==> config.mk <==
export PLATFORM = sky130hd
export DESIGN_NAME = count_capture
export DESIGN_NICKNAME = d
export VERILOG_FILES = /design/src/rtl/count_capture.sv
export SDC_FILE = /design/constraint.sdc
export NUM_CORES = 1
export LEC_CHECK = 0
export ABC_AREA = 1
export ABC_CLOCK_PERIOD_IN_PS = 4700
export CAP_MARGIN = 30
export CORE_MARGIN = 5
export CORE_UTILIZATION = 59
export DETAILED_ROUTE_END_ITERATION = 12
export GPL_ROUTABILITY_DRIVEN = 0
export HOLD_SLACK_MARGIN = 0.12
export PLACE_DENSITY = 0.95
export SYNTH_ARGS = -nofsm -noshare
export SYNTH_HDL_FRONTEND = slang
export SYNTH_SLANG_ARGS = --single-unit
==> constraint.sdc <==
create_clock -name CLK -period 4.7 [get_ports CLK]
set_input_delay 0.705 -clock CLK [delete_from_list [all_inputs] [get_ports CLK]]
set_output_delay 0.705 -clock CLK [all_outputs]
set_load 0.01 [all_outputs]
==> src/rtl/count_capture.sv <==
// Coherent snapshot capture for a skewed/ripple counter, with TC wrap extension and VALID/ACK delivery.
// Optional sticky overrun flag built only when COUNT_CAPTURE_OVR_EN is defined.
module count_capture #(
  parameter int CNT_W   = 16,
  parameter int WRAP_W  = 8,
  parameter int TIMEOUT = 15,
  parameter int AUTO_TC = 1
) (
  input  logic              CLK,
  input  logic              CLR_N,
  input  logic [CNT_W-1:0]  CNT_Q,
  input  logic              CNT_TC,
  input  logic              REQ,
  input  logic              ACK,
  output logic              VALID,
  output logic [CNT_W-1:0]  SNAP_Q,
  output logic [WRAP_W-1:0] SNAP_WRAP,
  output logic              ERR,
  output logic              OVR
);

  typedef enum logic [1:0] {
    IDLE  = 2'd0,
    ARMED = 2'd1,
    HOLD  = 2'd2
  } state_t;

  localparam logic [7:0] TIMEOUT_C = 8'(TIMEOUT);
  localparam logic       AUTO_EN   = (AUTO_TC != 0);

  logic [CNT_W-1:0]  s1_cnt_q, s2_cnt_q;
  logic              s1_tc_q, s2_tc_q;
  logic [WRAP_W-1:0] wrap_q, wrap_d;

  state_t            state_q;
  logic [7:0]        timer_q;
  logic [7:0]        timer_inc;
  logic              pend_q;
  logic              valid_q;
  logic              err_q;
  logic [CNT_W-1:0]  snap_q_q;
  logic [WRAP_W-1:0] snap_wrap_q;

  logic [CNT_W-1:0]  s2_cnt_inc;
  logic              coherent;
  logic              tc_edge;
  logic              trigger;
  logic              timed_out;

  // The low ripple bits settle late, so two back-to-back samples must agree
  // (held) or differ by exactly one count (counting, including the wrap).
  assign s2_cnt_inc = s2_cnt_q + CNT_W'(1);
  assign coherent   = (s1_cnt_q == s2_cnt_q) || (s1_cnt_q == s2_cnt_inc);
  assign tc_edge    = s1_tc_q & ~s2_tc_q;
  assign wrap_d     = wrap_q + WRAP_W'(tc_edge);
  assign trigger    = REQ | (AUTO_EN & tc_edge);
  assign timer_inc  = timer_q + 8'd1;
  assign timed_out  = (timer_inc >= TIMEOUT_C);

  always_ff @(posedge CLK or negedge CLR_N) begin
    if (!CLR_N) begin
      s1_cnt_q <= '0;
      s1_tc_q  <= 1'b0;
      s2_cnt_q <= '0;
      s2_tc_q  <= 1'b0;
      wrap_q   <= '0;
    end else begin
      s1_cnt_q <= CNT_Q;
      s1_tc_q  <= CNT_TC;
      s2_cnt_q <= s1_cnt_q;
      s2_tc_q  <= s1_tc_q;
      wrap_q   <= wrap_d;
    end
  end

`ifdef COUNT_CAPTURE_OVR_EN
  logic ovr_q;
`endif

  always_ff @(posedge CLK or negedge CLR_N) begin
    if (!CLR_N) begin
      state_q     <= IDLE;
      timer_q     <= '0;
      pend_q      <= 1'b0;
      valid_q     <= 1'b0;
      err_q       <= 1'b0;
      snap_q_q    <= '0;
      snap_wrap_q <= '0;
`ifdef COUNT_CAPTURE_OVR_EN
      ovr_q       <= 1'b0;
`endif
    end else begin
      case (state_q)
        IDLE: begin
          if (trigger) begin
            state_q <= ARMED;
            timer_q <= '0;
          end
        end
        ARMED: begin
          // Snapshot takes the wrap value including any edge seen this cycle.
          if (coherent) begin
            snap_q_q    <= s1_cnt_q;
            snap_wrap_q <= wrap_d;
            err_q       <= 1'b0;
            valid_q     <= 1'b1;
            state_q     <= HOLD;
          end else if (timed_out) begin
            snap_q_q    <= s1_cnt_q;
            snap_wrap_q <= wrap_d;
            err_q       <= 1'b1;
            valid_q     <= 1'b1;
            state_q     <= HOLD;
            timer_q     <= timer_inc;
`ifdef COUNT_CAPTURE_OVR_EN
            ovr_q       <= 1'b1;
`endif
          end else begin
            timer_q <= timer_inc;
          end
        end
        HOLD: begin
`ifdef COUNT_CAPTURE_OVR_EN
          if (trigger && pend_q) begin
            ovr_q <= 1'b1;
          end
`endif
          if (ACK) begin
            valid_q <= 1'b0;
            pend_q  <= 1'b0;
            timer_q <= '0;
            state_q <= (pend_q || trigger) ? ARMED : IDLE;
          end else if (trigger) begin
            pend_q <= 1'b1;
          end
        end
        default: begin
          state_q <= IDLE;
          valid_q <= 1'b0;
          pend_q  <= 1'b0;
        end
      endcase
    end
  end

  assign VALID     = valid_q;
  assign SNAP_Q    = snap_q_q;
  assign SNAP_WRAP = snap_wrap_q;
  assign ERR       = err_q;

`ifdef COUNT_CAPTURE_OVR_EN
  assign OVR = ovr_q;
`else
  assign OVR = 1'b0;
`endif

endmodule

==> results.md <==
* Outcome: finished, final reports clean
* Port bufs at 46
* Die height at 88.5 um
* Final wirelength at 8020 um
* Mapped Area at 3630 sq um
* Data required time at the worst endpoint at 4.98 ns
* Top Ports at 48
* TritonCTS clock tree: built
* CP Class: reg -> reg
* Vias in the first global route at 3032
* Share of post-route cells with drive strength above 1 at 9.25%
* Worst Path Max Fanout at 35
* HPWL Detailed at 5620 um
* Total chip power at 1.79 mW
* Final Hold Vio Count at 0
* Initial antenna violation count at 0
* Pin count of the biggest net entering global routing at 80
* LEAKAGE at 2.22 nW
* Routed Antenna Nets at 0
* Setup Fix Bufs, Post-CTS at 0
* Max Slew Vio Count at 0
* Flop and latch count out of synthesis at 79
* Worst skew pair latency at 0.35 ns
* H-tree levels at 3
* Die area at 7830 sq um
* Hold buffers post-CTS at 0
* Crit. End Element: flop
* Drt wl/cell at 14.9 um
* Area Growth Syn to Fin at 20.1%
* Layout Skew at 0.0109 ns
* Top FF cell, synth: dfrtp_1
* Yosys cell types at 37
* Crit path launch type: flop
* Warning count from the yosys run at 0
* Setup_tns at 0 ns
* CP arrival at 2.76 ns
* Cts bufs inserted at 9
* Syn_area_per_cell at 8.89 sq um
* Sequential area share after synthesis at 54.4%
* RSZ-0062 raised after global routing: no
* Min Hold Slack at 0.251 ns
* Pwr/cell area at 409 nW/um^2
* Clock root buffer: clkbuf_8
* Synth Instances at 409
* Sink Count at 79
* Number of enable flip-flop cells after synthesis at 0
* Initial Utilization at 61.0%
* PostCTS Resize Cnt at 0
* Net Count, Synth at 435
* Clock tree buffer depth at 2
* Hold Crit Class: in -> async
* F_max at 403 MHz
* Remaining routing DRC violations at 0
* Die X at 88.5 um
* Async set or reset register ratio after synthesis at 100%
* Row count at 28
* Tmin final at 2.48 ns
* GRT overflow at 0
* GRT Util Overall at 23.6%
* Peak VDD IR at 312 uV
* Final setup viols at 0
* Worst-path clk slew at 0.07 ns
* DRT iter0 DRCs at 204
* Final Cycle Share at 52.8%
* Final core utilization at 73.3%
* # Max-Cap Violations at 0
* Core area at 5960 sq um
* Via count at 2927
* Nets at 487
* 1st-pass router iterations at 4
* First-pass GRT wire length at 13900 um
* # diodes at 0
* Number of vias per cell at 5.42
==> kinds of logic after synthesis <==
family	Yosys count	share of synthesized area [%]
XOR/XNOR	20	4.82
AND/OR/NAND/NOR	238	29.4
other	1	0.103
adder cells (fa/ha/maj)	5	1.72
buffers and inverters	46	5.85
AO/OA/AOI/OAI	20	3.72
flip-flops	79	54.4
==> flip-flops by register name (all words and copies together) (netlist names) <==
name	flops
timer_q	8
s1_tc_q	1
SNAP_Q	16
pend_q	1
VALID	1
state_q	2
s2_tc_q	1
s2_cnt_q	16
s1_cnt_q	16
wrap_q	8
SNAP_WRAP	8
ERR	1
==> path summary, 6_finish.rpt <==
check	start	to	slack [ns]	cells after the start
setup / recovery	timer_q[0]	SNAP_Q[9]	2.22	10
hold / removal	CLR_N	SNAP_WRAP[3]	0.25	1
setup reg to reg	timer_q[0]	SNAP_Q[9]	2.22	10
hold reg to reg	s1_tc_q	s2_tc_q	0.39	0
max in group asynchronous	CLR_N	s1_cnt_q[9]	3.89	2
min in group CLK	s1_tc_q	s2_tc_q	0.39	0
==> cell usage after synthesis, types with 2 or more instances <==
cell	number	area share, %
nor2_1	33	3.4
nor4_1	2	0.34
nor2_2	2	0.34
o21ai_1	2	0.28
nand3b_1	2	0.41
inv_1	37	3.8
o21ai_2	8	1.9
nand2_2	7	1.2
ha_1	5	1.7
buf_4	2	0.41
a21oi_1	6	0.83
o21ai_0	2	0.28
xor2_1	11	2.7
nand4_1	4	0.69
nand2_1	130	13
xnor2_1	9	2.2
buf_6	2	0.62
nand3_2	3	0.83
nand3_1	46	6.3
dfrtp_1	79	54
==> stage by stage <==
| stage | std cells | worst slack, ns | area, sq um |
|---|---|---|---|
| final | 540 | 2.22 | 4370 |
| after global routing | 540 | 1.96 | 4370 |
| after CTS | 539 | 2.23 | 4340 |
| after detailed placement | 524 | 2.33 | 4130 |
| after global placement | 524 | 2.43 | 4130 |
| after floorplan | 409 | 2.79 | 3630 |
==> layer usage <==
layer / track usage (%) / share of wire [%] / vias to the layer above / wire length [um]
met1: 26.5 / 39 / 1425 / 3110
met3: 5.49 / 4.8 / 23 / 382
met2: 42.0 / 54 / 87 / 4300
met4: 11.3 / 2.9 / 0 / 234
li1: - / - / 1392 / -
met5: 0 / 0 / - / 0
==> critical path, cell delays in order (launching register included) <==
cell     delay (ns)
dfrtp_1        0.42
nand3_1        0.14
nor2_1         0.24
nand2_1        0.14
xor2_1         0.22
nand2_1        0.13
nor3_4         0.24
nand3_4        0.23
nand2_4        0.43
nand2_1        0.13
nand2_1        0.10
==> report_power, final <==
part,switching (mW),internal (mW),total (mW)
registers,0.0790,0.771,0.850
clock network,0.231,0.309,0.540
logic,0.232,0.164,0.396
==> layout by cell type, fill, tap and decap left out, types with 3 or more instances in the layout <==
| master | count |
|---|---|
| nand4_1 | 4 |
| nand2_2 | 7 |
| clkbuf_8 | 10 |
| nand3_2 | 3 |
| xor2_1 | 11 |
| dfrtp_1 | 79 |
| a21oi_1 | 6 |
| xnor2_1 | 9 |
| ha_1 | 5 |
| nand3_1 | 46 |
| nor2_1 | 33 |
| nand2_1 | 130 |
| inv_1 | 37 |
| o21ai_2 | 8 |
| clkdlybuf4s50_1 | 45 |
==> layout make-up <==
| cell class | instances | area [sq um] |
|---|---|---|
| Clock buffer | 11 | 141 |
| Tap cell | 75 | 93.8 |
| Clock inverter | 4 | 70.1 |
| Timing Repair Buffer | 48 | 493 |
| Fill cell | 385 | 1590 |
| Sequential cell | 79 | 1980 |
| Multi-Input combinational cell | 284 | 1450 |
| Inverter | 39 | 146 |
Note: power is estimated with default switching activity, not from simulation.
